$ cat src/rtl/cdb_rr_arbiter.sv
// Round-robin arbiter for the common data bus: grants one producer per cycle and registers its tag/data.
// Define CDB_RR_ARBITER_URGENT_EN to add an urgent input that is served ahead of ordinary requests.
module cdb_rr_arbiter #(
    parameter int REQUESTERS    = 3,
    parameter int DATA_WIDTH    = 4,
    parameter int CDB_TAG_WIDTH = 4,
    localparam int IDX_W        = (REQUESTERS > 1) ? $clog2(REQUESTERS) : 1
) (
    input  logic                                  clk,
    input  logic                                  rst_n,
    input  logic                                  flush,
    input  logic [REQUESTERS-1:0]                 req,
`ifdef CDB_RR_ARBITER_URGENT_EN
    input  logic [REQUESTERS-1:0]                 urgent,
`endif
    input  logic [REQUESTERS*CDB_TAG_WIDTH-1:0]   req_tag,
    input  logic [REQUESTERS*DATA_WIDTH-1:0]      req_data,
    output logic [REQUESTERS-1:0]                 grant,
    output logic                                  cdb_valid,
    output logic [CDB_TAG_WIDTH-1:0]              cdb_tag,
    output logic [DATA_WIDTH-1:0]                 cdb_data,
    output logic [IDX_W-1:0]                      cdb_src
);

    logic [REQUESTERS-1:0][CDB_TAG_WIDTH-1:0] tag_v;
    logic [REQUESTERS-1:0][DATA_WIDTH-1:0]    data_v;
    logic [REQUESTERS-1:0]                    mask;
    logic [IDX_W-1:0]                         rr_ptr;
    logic [IDX_W-1:0]                         nxt_ptr;
    logic [IDX_W-1:0]                         win;
    logic                                     found;
    logic                                     take;

    assign tag_v  = req_tag;
    assign data_v = req_data;

    // Scan downward in offset so the last hit is the one closest to ptr.
    function automatic logic [IDX_W:0] rr_pick(input logic [REQUESTERS-1:0] m,
                                                input logic [IDX_W-1:0] ptr);
        logic [IDX_W:0] res;
        int             idx;
        res = '0;
        for (int k = REQUESTERS - 1; k >= 0; k--) begin
            idx = (int'(ptr) + k) % REQUESTERS;
            if (m[idx]) res = {1'b1, IDX_W'(idx)};
        end
        return res;
    endfunction

`ifdef CDB_RR_ARBITER_URGENT_EN
    assign mask = (|(req & urgent)) ? (req & urgent) : req;
`else
    assign mask = req;
`endif

    assign {found, win} = rr_pick(mask, rr_ptr);
    assign take         = found && rst_n && !flush;
    assign grant        = take ? (REQUESTERS'(1) << win) : '0;
    assign nxt_ptr      = (int'(win) == REQUESTERS - 1) ? '0 : win + 1'b1;

    always_ff @(posedge clk) begin
        if (!rst_n) begin
            rr_ptr    <= '0;
            cdb_valid <= 1'b0;
            cdb_tag   <= '0;
            cdb_data  <= '0;
            cdb_src   <= '0;
        end else if (take) begin
            rr_ptr    <= nxt_ptr;
            cdb_valid <= 1'b1;
            cdb_tag   <= tag_v[win];
            cdb_data  <= data_v[win];
            cdb_src   <= win;
        end else begin
            cdb_valid <= 1'b0;
        end
    end

endmodule

$ cat config.mk
export PLATFORM = sky130hd
export DESIGN_NAME = cdb_rr_arbiter
export DESIGN_NICKNAME = d
export VERILOG_FILES = /design/src/rtl/cdb_rr_arbiter.sv
export SDC_FILE = /design/constraint.sdc
export NUM_CORES = 1
export LEC_CHECK = 0
export CAP_MARGIN = 15
export CORE_UTILIZATION = 45
export CTS_CLUSTER_DIAMETER = 60
export DETAILED_ROUTE_END_ITERATION = 8
export PLACE_DENSITY = 0.9
export SYNTH_ARGS = -nofsm -noshare
export SYNTH_HDL_FRONTEND = slang
export SYNTH_SLANG_ARGS = --single-unit
$ cat constraint.sdc
create_clock -name clk -period 4.6 [get_ports clk]
set_input_delay 1.15 -clock clk [delete_from_list [all_inputs] [get_ports clk]]
set_output_delay 1.15 -clock clk [all_outputs]
set_load 0.02 [all_outputs]
==> flow_summary.ini <==
[timing]
slew_viol_final = 0
rsz0062_at_grt = false
max_freq_ghz = 0.2270
layout_setup_ws_ps = 195.0
report.final.hold_viol_count = 0
finalCriticalPeriod_ps = 4405
slew-limit-headroom_pct = 38.42
final.setup.tns_ps = 0
finalSetupViolCount = 0
skew_ps = 1.252
layout_worst_path_cycle_share_pct = 95.76
worst_slew_pin_slew_ps = 917.6

[placement]
place_area_mm2 = 0.001425
gp_congestion = 0.8061
io_buffers = 43
dp.cells = 180
dp_hpwl_mm = 2.109
pre_cts_ws_ps = 203.1

[global_routing]
grt_pass1_wl_mm = 4.457
antenna_found_initial = 0
grt_pass1_vias = 982
grt_max_degree = 14
overflow = 0
grt.total_usage_pct = 23.32

[run]
maxCapViolations = 0

[cells_and_area]
diodes = 0
nNetsFinal = 192
drive_above_1_share_pct = 15.29
fin_cells = 184
finalInstanceArea_mm2 = 0.001453
syn2layout_area_growth_pct = 43.69

[detailed_routing]
dr_wl_met2_mm = 1.355
drt-total-wl_mm = 2.703
drc_errors = 0
wl_met3_um = 208
routed_via_density = 5.679
drt_first_pass_iters = 4
top_layer_used = met4
drt_iter0_drc = 19
routedLengthMet1_mm = 1.116
post_drt_wl_per_cell_um = 14.69
postRouteAntennaNets = 0
vias = 1045

[clocking]
cts_tree = yes
cts-htree-levels = 1
worstSkewPairLatency_ps = 270
ctsResizeCount = 0
clk_pin_slew_ps = 80
ctsHoldBuffers = 0
post-cts-setup-buffers = 0
clk_path_buf_depth = 2
numClockSinks = 13
root_buffer = clkbuf_4
cts-buffers-inserted = 3

[synth]
async_reset_ff_share_pct = 0
yosys_warnings = 0
synth_top_family_by_area = compound AO/OA/AOI/OAI gates
synth_area_leader_cell = dfxtp_1
synthesis.area_mm2 = 0.001011
seq_area_frac_synth_pct = 25.74
synthTopCellsByArea = dfxtp_1, a221oi_1, o31ai_1
synth_top_flop_cell = dfxtp_1
synth.most_common_cell = dfxtp_1
synth-compound-area-share_pct = 30.45
ys_top_cells_by_count = dfxtp_1, nor2_1, nand3_1
synthAdderAreaFrac_pct = 4.950
synth_xor_area_share_pct = 0
synth.area.mux_share_pct = 1.980
synth_edf_count = 0
yosys.area.top_type_share_pct = 25.74
synth_cell_type_count = 41
syn-num-nets = 148
ys_ff_latch = 13
syn_inst = 114
yosys.area_share.simple_pct = 27.85
syn_area_per_cell_um2 = 8.868

[outcome]
status = completed

[floorplanning]
core_area_mm2 = 0.002042
die_area_mm2 = 0.002440
boundaryPins = 44
die_h_um = 49.40
start_util_pct = 49.51
die_w_um = 49.40
row_count = 16

[setup_path]
critPathMaxFanout = 7
crit_required_ps = 3450
end_kind = primary output
cp.arrival_ps = 3250
worstSetupStartpointType = primary input
critical_path_class = primary input to primary output

[min_path]
holdCritPathClass = flop to flop

[power]
leakage_nw = 0.5469
vdd_drop_max_mv = 0.2793
power_density_mw_per_mm2 = 393.9
[path summary, 6_finish.rpt]
| check | start | endpoint | slack [ps] | cells past startpoint |
|---|---|---|---|---|
| max reg2reg | rr_ptr[0] | cdb_src[1] | 2160 | 7 |
| min | cdb_tag[2] | cdb_tag[2] | 470 | 2 |
| max | req[2] | grant[0] | 200 | 7 |
| min reg2reg | cdb_tag[2] | cdb_tag[2] | 470 | 2 |
[critical path, stage by stage]
cell,delay (ps)
clkdlybuf4s50_1,620
a21oi_1,100
and4_4,220
a211o_1,300
nor2b_1,140
nor2_1,100
clkdlybuf4s50_1,620
[sequential cells by signal, indices dropped and copies added (netlist names)]
register,flops
rr_ptr,2
cdb_data,4
cdb_src,2
cdb_valid,1
cdb_tag,4
[per-layer routing]
| metal | track usage (%) | vias to the layer above |
|---|---|---|
| li1 | - | 512 |
| met1 | 28.14 | 488 |
| met2 | 41.10 | 43 |
| met3 | 2.804 | 2 |
| met4 | 10.00 | 0 |
| met5 | 0 | - |
[area by class of cell]
cell class / count / area, um^2
sequential: 13 / 260.3
fill: 163 / 589.3
multi-input combinational: 89 / 659.4
clock buffer: 3 / 22.52
clock inverter: 1 / 5.005
inverter: 5 / 18.77
timing repair buffer: 46 / 452.9
tap: 27 / 33.78
[power breakdown]
part	internal [mW]	switching (mW)
combinational	0.162	0.185
sequential	0.138	0.0168
clock	0.0322	0.0375
total	0.332	0.240
[metrics by stage]
stage / hold WS [ps] / power [mW] / utilization [%]
after floorplan: 484.6 / 0.4049 / -
after global placement: 445.8 / 0.4939 / 69.79
after detailed placement: 461.6 / 0.5040 / 69.79
after CTS: 473.0 / 0.5741 / 71.14
after global routing: 495.4 / 0.6109 / 71.14
final: 474.8 / 0.5722 / 71.14
[layout by cell type (no fill, tap or decap), types with 2 or more instances in the layout]
cell type,count
a221oi_1,8
nand2b_1,4
nor2b_1,3
buf_4,3
inv_1,5
o21ai_2,2
o21ai_0,3
nand3_1,10
nand2_1,3
and2_1,2
ha_1,4
dfxtp_1,13
and2_2,7
clkbuf_4,3
a21oi_1,2
mux2i_1,2
nor2_1,11
o31ai_1,8
clkdlybuf4s50_1,43
[kinds of logic after synthesis]
group	count (synthesis)
and+or+nand+nor	47
AOI/OAI and AO/OA	36
DFF	13
buffers and inverters	12
adders and majority gates	4
muxes	2
No activity file was read; power rests on OpenSTA's default activity.
